**src/rtl/dmem_arbiter_if.sv**
```systemverilog
// Signal bundle joining the core port, the loader port and the DMEM macro.
// slave = arbiter view, master = requesters plus memory view.
interface dmem_arbiter_if #(
    parameter int ADDR_W = 10,
    parameter int DATA_W = 32
);
    // port 0: core load/store
    logic              req0;
    logic              we0;
    logic [ADDR_W-1:0] addr0;
    logic [DATA_W-1:0] wdata0;
    logic              gnt0;
    logic              rvalid0;
    logic [DATA_W-1:0] rdata0;
    logic              stall_core;
    // port 1: debug/loader master
    logic              req1;
    logic              we1;
    logic [ADDR_W-1:0] addr1;
    logic [DATA_W-1:0] wdata1;
    logic              lock1;
    logic              gnt1;
    logic              rvalid1;
    logic [DATA_W-1:0] rdata1;
    // DMEM macro side
    logic [ADDR_W-1:0] mem_addr;
    logic [DATA_W-1:0] mem_wdata;
    logic              mem_we;
    logic [DATA_W-1:0] mem_rdata;

    modport slave (
        input  req0, we0, addr0, wdata0,
        input  req1, we1, addr1, wdata1, lock1,
        input  mem_rdata,
        output gnt0, rvalid0, rdata0, stall_core,
        output gnt1, rvalid1, rdata1,
        output mem_addr, mem_wdata, mem_we
    );

    modport master (
        output req0, we0, addr0, wdata0,
        output req1, we1, addr1, wdata1, lock1,
        output mem_rdata,
        input  gnt0, rvalid0, rdata0, stall_core,
        input  gnt1, rvalid1, rdata1,
        input  mem_addr, mem_wdata, mem_we
    );
endinterface

```
**src/rtl/dmem_arbiter.sv**
```systemverilog
// Two-port arbiter for the single-port DMEM: round-robin, loader burst lock,
// and a starvation guard that forces a core grant after MAX_WAIT denials.
module dmem_arbiter #(
    parameter int ADDR_W   = 10,
    parameter int DATA_W   = 32,
    parameter int MAX_WAIT = 8
) (
    input  logic           CLK,
    input  logic           RSTn,
    dmem_arbiter_if.slave  bus
);
    localparam logic [7:0] MAX_W = 8'(MAX_WAIT);

    logic              last_gnt_q, last_gnt_d;
    logic [7:0]        wait_cnt_q, wait_cnt_d;
    logic              rvalid0_q, rvalid0_d;
    logic              rvalid1_q, rvalid1_d;
    logic              gnt0, gnt1;
    logic [ADDR_W-1:0] addr_mux;
    logic [DATA_W-1:0] wdata_mux;

    // Grants are gated by RSTn directly so nothing reaches DMEM while in reset.
    always_comb begin
        gnt0 = 1'b0;
        gnt1 = 1'b0;
        if (RSTn) begin
            if (bus.req0 && bus.req1) begin
                if (last_gnt_q && bus.lock1 && (wait_cnt_q < MAX_W))
                    gnt1 = 1'b1;
                else if (last_gnt_q)
                    gnt0 = 1'b1;
                else
                    gnt1 = 1'b1;
            end else begin
                gnt0 = bus.req0;
                gnt1 = bus.req1;
            end
        end
    end

    always_comb begin
        last_gnt_d = last_gnt_q;
        if (gnt0)
            last_gnt_d = 1'b0;
        else if (gnt1)
            last_gnt_d = 1'b1;

        // Counts consecutive core denials; any core grant or idle core clears it.
        wait_cnt_d = '0;
        if (bus.req0 && !gnt0)
            wait_cnt_d = (wait_cnt_q < MAX_W) ? wait_cnt_q + 8'd1 : wait_cnt_q;

        rvalid0_d = gnt0 & ~bus.we0;
        rvalid1_d = gnt1 & ~bus.we1;
    end

    always_ff @(posedge CLK or negedge RSTn) begin
        if (!RSTn) begin
            last_gnt_q <= 1'b1;
            wait_cnt_q <= '0;
            rvalid0_q  <= 1'b0;
            rvalid1_q  <= 1'b0;
        end else begin
            last_gnt_q <= last_gnt_d;
            wait_cnt_q <= wait_cnt_d;
            rvalid0_q  <= rvalid0_d;
            rvalid1_q  <= rvalid1_d;
        end
    end

    assign addr_mux  = gnt1 ? bus.addr1  : bus.addr0;
    assign wdata_mux = gnt1 ? bus.wdata1 : bus.wdata0;

    assign bus.gnt0       = gnt0;
    assign bus.gnt1       = gnt1;
    assign bus.stall_core = bus.req0 & ~gnt0;
    assign bus.mem_addr   = addr_mux;
    assign bus.mem_wdata  = wdata_mux;
    assign bus.mem_we     = (gnt0 & bus.we0) | (gnt1 & bus.we1);
    assign bus.rvalid0    = rvalid0_q;
    assign bus.rvalid1    = rvalid1_q;
    assign bus.rdata0     = bus.mem_rdata;
    assign bus.rdata1     = bus.mem_rdata;
endmodule

```
**src/flat_wrapper.sv**
```systemverilog
// flat-port wrapper written by rule: the top's interface ports become plain ports
module dmem_arbiter_flat 
#(
    parameter int ADDR_W   = 10,
    parameter int DATA_W   = 32,
    parameter int MAX_WAIT = 8
)
  (CLK, RSTn, bus_req0, bus_we0, bus_addr0, bus_wdata0, bus_req1, bus_we1, bus_addr1, bus_wdata1, bus_lock1, bus_mem_rdata, bus_gnt0, bus_rvalid0, bus_rdata0, bus_stall_core, bus_gnt1, bus_rvalid1, bus_rdata1, bus_mem_addr, bus_mem_wdata, bus_mem_we);
  dmem_arbiter_if #(.ADDR_W(ADDR_W), .DATA_W(DATA_W)) bus_i ();
  input  logic CLK;
  input  logic RSTn;
  input wire logic [$bits(bus_i.req0)-1:0] bus_req0;
  input wire logic [$bits(bus_i.we0)-1:0] bus_we0;
  input wire logic [$bits(bus_i.addr0)-1:0] bus_addr0;
  input wire logic [$bits(bus_i.wdata0)-1:0] bus_wdata0;
  input wire logic [$bits(bus_i.req1)-1:0] bus_req1;
  input wire logic [$bits(bus_i.we1)-1:0] bus_we1;
  input wire logic [$bits(bus_i.addr1)-1:0] bus_addr1;
  input wire logic [$bits(bus_i.wdata1)-1:0] bus_wdata1;
  input wire logic [$bits(bus_i.lock1)-1:0] bus_lock1;
  input wire logic [$bits(bus_i.mem_rdata)-1:0] bus_mem_rdata;
  output wire logic [$bits(bus_i.gnt0)-1:0] bus_gnt0;
  output wire logic [$bits(bus_i.rvalid0)-1:0] bus_rvalid0;
  output wire logic [$bits(bus_i.rdata0)-1:0] bus_rdata0;
  output wire logic [$bits(bus_i.stall_core)-1:0] bus_stall_core;
  output wire logic [$bits(bus_i.gnt1)-1:0] bus_gnt1;
  output wire logic [$bits(bus_i.rvalid1)-1:0] bus_rvalid1;
  output wire logic [$bits(bus_i.rdata1)-1:0] bus_rdata1;
  output wire logic [$bits(bus_i.mem_addr)-1:0] bus_mem_addr;
  output wire logic [$bits(bus_i.mem_wdata)-1:0] bus_mem_wdata;
  output wire logic [$bits(bus_i.mem_we)-1:0] bus_mem_we;
  assign bus_i.req0 = bus_req0;
  assign bus_i.we0 = bus_we0;
  assign bus_i.addr0 = bus_addr0;
  assign bus_i.wdata0 = bus_wdata0;
  assign bus_i.req1 = bus_req1;
  assign bus_i.we1 = bus_we1;
  assign bus_i.addr1 = bus_addr1;
  assign bus_i.wdata1 = bus_wdata1;
  assign bus_i.lock1 = bus_lock1;
  assign bus_i.mem_rdata = bus_mem_rdata;
  assign bus_gnt0 = bus_i.gnt0;
  assign bus_rvalid0 = bus_i.rvalid0;
  assign bus_rdata0 = bus_i.rdata0;
  assign bus_stall_core = bus_i.stall_core;
  assign bus_gnt1 = bus_i.gnt1;
  assign bus_rvalid1 = bus_i.rvalid1;
  assign bus_rdata1 = bus_i.rdata1;
  assign bus_mem_addr = bus_i.mem_addr;
  assign bus_mem_wdata = bus_i.mem_wdata;
  assign bus_mem_we = bus_i.mem_we;
  dmem_arbiter #(.ADDR_W(ADDR_W), .DATA_W(DATA_W), .MAX_WAIT(MAX_WAIT)) u_core (.CLK(CLK), .RSTn(RSTn), .bus(bus_i));
endmodule
```
**config.mk**
```make
export PLATFORM = sky130hd
export DESIGN_NAME = dmem_arbiter_flat
export DESIGN_NICKNAME = d
export VERILOG_FILES = /design/src/rtl/dmem_arbiter_if.sv /design/src/rtl/dmem_arbiter.sv /design/src/flat_wrapper.sv
export SDC_FILE = /design/constraint.sdc
export NUM_CORES = 1
export LEC_CHECK = 0
export ABC_AREA = 0
export BUFFER_PORTS_ARGS = -buffer_cell sky130_fd_sc_hd__buf_2
export CORE_AREA = 2 2 92 94
export DETAILED_ROUTE_END_ITERATION = 16
export DIE_AREA = 0 0 94 96
export GPL_TIMING_DRIVEN = 0
export PLACE_DENSITY = 0.79
export SYNTH_ARGS = -nofsm -noshare
export SYNTH_HDL_FRONTEND = slang
export SYNTH_SLANG_ARGS = --single-unit
```
**constraint.sdc**
```tcl
create_clock -name CLK -period 4.6 [get_ports CLK]
set_input_delay 0.69 -clock CLK [delete_from_list [all_inputs] [get_ports CLK]]
set_output_delay 0.69 -clock CLK [all_outputs]
set_load 0.02 [all_outputs]
```
**After elaboration in Yosys (flattened, before gate mapping)**

Index checks and enable logic that the tools add are counted.

- Order comparisons: 1
- Bitwise gates (word level): 9
- Muxes and demuxes: 14
- Add/subtract/negate cells: 1
- Equal/unequal tests: 1
- Reduce and logical (&&, ||, !) cells: 6

Operator list:

| cell | number |
|---|---|
| $mux W32 | 1 |
| $mux W8 | 2 |
| $mux W1 | 10 |
| $mux W10 | 1 |
| $add A8 B1 Y8 const B | 1 |
| $lt A8 B4 Y1 const B | 1 |
| $and A1 B1 Y1 | 5 |
| $logic_and A1 B1 Y1 | 4 |
| $not A1 Y1 | 3 |
| $ne A2 B2 Y1 const B | 1 |
| $reduce_bool A2 Y1 | 1 |
| $logic_not A1 Y1 | 1 |
| $or A1 B1 Y1 | 1 |

- Output and inout bits: 112
- Input port bits: 123
- Flip-flop bits (word level): 11

**Depth between registers and ports, before layout**

Gate-level depths: netlist of the first run.

- Depth in word-level cells: 8
- Depth in mapped cells: 6

**Least setup slack after synthesis of the first run**

No wires, ideal clock.

- Path kind: input -> output
- Start point: input port bus_lock1
- End point: output port bus_mem_addr[0]
- Cell stages on the path: 5
- Setup slack: 2.235 ns
- Required time: 3.910 ns
- Path buffers: 2
- Data arrival time: 1.675 ns
- Cells stage by stage: or3b_1 > clkbuf_1 > buf_2 > o211ai_1 > nand3_1

- Word-level cells in the longest chain between the ends: 6

RTL lines:

| what | line | text |
|---|---|---|
| start, declared | flat_wrapper.sv:20 | `input wire logic [$bits(bus_i.lock1)-1:0] bus_lock1;` |
| $logic_and A1 B1 Y1 (2 in series) | dmem_arbiter.sv:28 | `if (last_gnt_q && bus.lock1 && (wait_cnt_q < MAX_W))` |
| $mux W1 | dmem_arbiter.sv:28 |  |
| $mux W1 | dmem_arbiter.sv:27 | `if (bus.req0 && bus.req1) begin` |
| $mux W1 | dmem_arbiter.sv:26 | `if (RSTn) begin` |
| $mux W10 | dmem_arbiter.sv:71 | `assign addr_mux = gnt1 ? bus.addr1 : bus.addr0;` |
| end, declared | flat_wrapper.sv:29 | `output wire logic [$bits(bus_i.mem_addr)-1:0] bus_mem_addr;` |

Every way passes these cells.

**Final worst setup path of the first run**

- Start point: input port RSTn
- End point: output port bus_mem_wdata[2]

- Word-level cells in the longest chain between the ends: 2

RTL lines:

| what | line | text |
|---|---|---|
| start, declared | flat_wrapper.sv:11 | `input logic RSTn;` |
| $mux W1 | dmem_arbiter.sv:26 |  |
| $mux W32 | dmem_arbiter.sv:72 | `assign wdata_mux = gnt1 ? bus.wdata1 : bus.wdata0;` |
| end, declared | flat_wrapper.sv:30 | `output wire logic [$bits(bus_i.mem_wdata)-1:0] bus_mem_wdata;` |

Every way passes these cells.

==> results of run 1 <==
[cell usage after synthesis (all sizes together)]
cell type   n  area (sq um)
a211oi      3          37.5
a21boi     43           323
a311oi     42           368
a31o        1          8.76
a31oi       1          6.26
and2        2          12.5
and3        1          6.26
and4b      42           420
buf        84           589
clkbuf     42           158
dfrtp      10           250
dfstp       1          26.3
ha          1          12.5
inv         4          15.0
nand2       6          22.5
nand2b      1          6.26
nand3      43           215
nand3b      1          7.51
nand4      43           269
nand4bb     1          11.3
nor2        8          30.0
nor3        3          20.0
nor3b       1          12.5
o2111ai     1          8.76
o211a       1          10.0
o211ai     42           315
o21a        1          7.51
o22ai       1          6.26
o31ai       2          15.0
or3         1          6.26
or3b        1          8.76
[power breakdown]
group	internal [uW]	leakage (uW)	total [uW]	switching [uW]
sequential	102	0.000148	108	5.88
clock	61.0	0.0000228	99.2	38.2
combinational	201	0.00195	493	292
total	364	0.00212	700	336
[state kept, by name, summed over array words and instances (netlist names)]
register	flops
u_core.bus.rvalid1	1
u_core.wait_cnt_q	8
u_core.last_gnt_q	1
u_core.bus.rvalid0	1
[through the flow]
step           power [uW]  std cells
6_report              700        745
5_1_grt               746        745
4_1_cts               698        745
3_5_place_dp          596        741
3_3_place_gp          588        741
2_1_floorplan         423        434
[kinds of logic after synthesis]
| kind of cell | synth area share (%) |
|---|---|
| flip-flops | 8.63 |
| AND/OR/NAND/NOR | 32.7 |
| adder cells (fa/ha/maj) | 0.390 |
| buffers and inverters | 23.8 |
| AO/OA/AOI/OAI | 34.5 |
[critical path: cells and delay by family]
family / cells / cell delay, ns
AOI/OAI and AO/OA: 2 / 0.46
buffers and inverters: 4 / 1.16
and+or+nand+nor: 1 / 0.13
[final cells by class]
type	count	area, sq um
Tap cell	105	131
Inverter	4	15.0
Clock buffer	4	45.0
Multi-Input combinational cell	293	2170
Timing Repair Buffer	202	1010
Sequential cell	11	277
Fill cell	794	3660
Buffer	126	747
[path summary, 6_finish.rpt]
kind	from	end	slack [ns]
worst max-delay path	RSTn	bus_mem_wdata[2]	1.45
worst min-delay path	RSTn	u_core.bus.rvalid0	0.36
worst max register to register	u_core.last_gnt_q	u_core.bus.rvalid1	3.03
worst min register to register	u_core.wait_cnt_q[4]	u_core.wait_cnt_q[4]	0.52
max in group asynchronous	RSTn	u_core.last_gnt_q	3.93
min in group CLK	u_core.wait_cnt_q[4]	u_core.wait_cnt_q[4]	0.52
[metal layers]
metal | vias to the layer above | GRT usage [%] | share of wire (%)
met3 | 19 | 3.29 | 9.3
met1 | 2172 | 33.0 | 40
met5 | - | 0 | 0
met4 | 0 | 7.13 | 1.1
li1 | 2103 | - | -
met2 | 297 | 46.0 | 50
==> reports/metrics.csv, run 1 <==
metric;value;unit
power.leakage;0.00212;uW
vias;4591;
cts_setup_buffers;0;
start_util;39.8;%
fin_crit;3.15;ns
cp_cell_sequence;buf_2 -> buf_2 -> clkbuf_1 -> a21boi_0 -> a311oi_1 -> nand3_1 -> buf_2;
routabilityCongestion;0.821;
grt_use_total;25.9;%
max_cap_viol_count;0;
rsz0062_at_grt;false;
grt_max_degree;19;
hold_violations;0;
antenna_found_initial;0;
dieHeight;96;um
drt_iter0_drc;317;
postRouteAntennaNets;0;
grt_pass1_wl;19500;um
final_util;54.6;%
arrival;2.46;ns
final_cell_mix;buf_2, buf_4;
grt_pass1_vias;4103;
final_area;4390;sq um
cp_max_fo;18;
slowest_delay;0.37;ns
clk_pin_slew_worst_paths;0.05;ns
required;3.91;ns
hp-class;in -> async;
synth_seq_area_share;8.63;%
postSynthCellCount;434;
wirelength;12900;um
syn-cell-area;3210;sq um
whs;0.361;ns
cts_sinks;11;
max_freq;0.318;GHz
cts_max_level;1;
rows;33;
cts_buffers;3;
synth_seq_cells;11;
cts_root_buf;clkbuf_8;
clk_latency;0.24;ns
holdBufCountCts;0;
dieArea;9020;sq um
maxSlewViolCount;0;
reg2regPathDepth;4;
placed_cell_area;4350;sq um
syn_area_per_cell;7.39;sq um
fin_ws;1.45;ns
io_buffers;202;
area_delta_synth_final;37.0;%
cts_buffer_depth;2;
cts_tree;yes;
fin_skew;0.00367;ns
end_kind;output port;
drive_gt1_share;45.8;%
hpwl;9580;um
core_region_area;8050;sq um
cts-resized-gates;0;
synth_cell_type_count;35;
pre_cts_ws;1.45;ns
fin_crit_sh;68.4;%
fin_nets;765;
crit_slowest_cell;clkbuf_1;
wl_per_cell;17.4;um
setup_viol;0;
insertedDiodeCount;0;
powerDensity;159;nW/um^2
vias_per_cell;6.16;
start_kind;input pin;
peakVddDrop;82.8;uV
die_x;94;um
status;completed;
yosysWarnings;0;
drtPass1Iterations;5;
fin_tns_setup;0;ns
tightest_slew;0.629;ns
drc_errors;0;
layout_commonest_cell;buf_2;
synth_fp_nets;558;
cp_common_cell;buf_2;
criticalPathCategory;in -> out;
overflow;0;
ioPinCount;235;
timing.slew.headroom;58.1;%
No activity file was read; power rests on OpenSTA's default activity.
==> run 2: changes to the inputs <==
--- a/config.mk
+++ b/config.mk
@@ -7,11 +7,11 @@
 export LEC_CHECK = 0
 export ABC_AREA = 0
 export BUFFER_PORTS_ARGS = -buffer_cell sky130_fd_sc_hd__buf_2
-export CORE_AREA = 2 2 92 94
+export CORE_AREA = 2 2 91 93
 export DETAILED_ROUTE_END_ITERATION = 16
-export DIE_AREA = 0 0 94 96
+export DIE_AREA = 0 0 93 95
 export GPL_TIMING_DRIVEN = 0
-export PLACE_DENSITY = 0.79
+export PLACE_DENSITY = 0.81
 export SYNTH_ARGS = -nofsm -noshare
 export SYNTH_HDL_FRONTEND = slang
 export SYNTH_SLANG_ARGS = --single-unit
==> constraint.sdc (replaced) <==
create_clock -name CLK -period 3 [get_ports CLK]
set_input_delay 0.45 -clock CLK [delete_from_list [all_inputs] [get_ports CLK]]
set_output_delay 0.45 -clock CLK [all_outputs]
set_load 0.02 [all_outputs]
==> reports/metrics.csv, run 2 (synthesis gave the netlist of run 1 again) <==
metric;value;unit
status;completed;
slowest_delay;0.37;ns
hold_violations;0;
cts_setup_buffers;0;
routed.top_layer;met4;
start_kind;input pin;
vias_per_cell;6.05;
wl_met2;6680;um
io_buffers;202;
antenna_found_initial;0;
layout_commonest_cell;buf_2;
worstReg2RegEnd;u_core.bus.rvalid1;
hp-class;in -> async;
overflow;0;
fill_cells;791;
drtPass1Iterations;5;
whs;0.120;ns
wl_per_cell;17.3;um
dr_wl_met3;1120;um
cts-resized-gates;0;
max_freq;0.376;GHz
grt_pass1_vias;4201;
cp_max_fo;18;
grt_use_total;26.8;%
tightest_slew;0.590;ns
cts_tree;yes;
wirelength;12900;um
powerDensity;243;nW/um^2
area_delta_synth_final;37.0;%
regMostFlops;u_core.wait_cnt_q;
rows;33;
required;2.55;ns
routabilityCongestion;0.829;
setup_viol;0;
postRouteAntennaNets;0;
cts_root_buf;clkbuf_8;
cts_max_level;1;
maxSlewViolCount;0;
start_util;40.4;%
wl_met1;5030;um
vias;4508;
ioPinCount;235;
cts_buffer_depth;2;
max_cap_viol_count;0;
clk_pin_slew_worst_paths;0.05;ns
peakVddDrop;128;uV
cp_cell_sequence;buf_2 -> buf_2 -> clkbuf_1 -> a21boi_0 -> a311oi_1 -> nand3_1 -> buf_2;
fin_nets;765;
end_kind;output port;
timing.reg2reg.setup_slack;1.47;ns
core_region_area;7930;sq um
drive_gt1_share;45.8;%
dieArea;8840;sq um
drc_errors;0;
pre_cts_ws;0.320;ns
timing.slew.headroom;60.7;%
endpoint;bus_mem_wdata[14];
grt_max_degree;19;
arrival;2.21;ns
insertedDiodeCount;0;
cts_sinks;11;
fin_crit_sh;88.6;%
fin_skew;0.00332;ns
drt_iter0_drc;264;
r2r-start;u_core.last_gnt_q;
cp_num_cells;7;
fin_tns_setup;0;ns
worstSetupStartpoint;RSTn;
fin_ws;0.341;ns
final_cell_mix;buf_2, buf_4;
power.total;1070;uW
grt_pass1_wl;19800;um
final_util;55.4;%
die_x;93;um
criticalPathCategory;in -> out;
power.leakage;0.00212;uW
reg2regPathDepth;4;
hpwl;9740;um
rsz0062_at_grt;false;
dieHeight;95;um
cts_buffers;3;
cp_common_cell;buf_2;
holdBufCountCts;0;
clk_latency;0.24;ns
fin_crit;2.66;ns
largest_register_ffs;8;
crit_buf_inv;4;
crit_slowest_cell;clkbuf_1;
path_delay_family;buffers and inverters;
[run 2: metrics by stage]
step / std cells / instance area [sq um]
final: 745 / 4390
after detailed placement: 741 / 4350
after CTS: 745 / 4390
after global placement: 741 / 4350
after global routing: 745 / 4390
after floorplan: 434 / 3210
[run 2: worst min path at each step]
stage                               to  slack [ns]  depth (start not counted)
finish              u_core.bus.rvalid1        0.12                          1
global route        u_core.bus.rvalid1        0.15                          1
CTS                 u_core.bus.rvalid1        0.13                          1
detailed placement  u_core.bus.rvalid1        0.38                          1
global placement    u_core.bus.rvalid0        0.38                          1
floorplan           u_core.bus.rvalid0        0.15                          0
[run 2: metal layers]
layer  vias up  GRT usage (%)
met5         -              0
met4         0           7.35
met3        17           3.67
met2       267           48.1
met1      2123           33.7
li1       2101              -
[run 2: layout make-up]
type / instances / area [sq um] / area share, %
Multi-Input combinational cell: 293 / 2170 / 49.3
Timing Repair Buffer: 202 / 1010 / 23.0
Buffer: 126 / 747 / 17.0
Sequential cell: 11 / 277 / 6.29
Tap cell: 105 / 131 / 2.99
Clock buffer: 4 / 45.0 / 1.03
Inverter: 4 / 15.0 / 0.342
[run 2: power by group]
| part | internal [uW] | total (uW) | switching, uW |
|---|---|---|---|
| combinational | 308 | 757 | 448 |
| sequential | 157 | 166 | 9.33 |
| clock | 93.1 | 146 | 52.9 |
| total | 558 | 1070 | 510 |
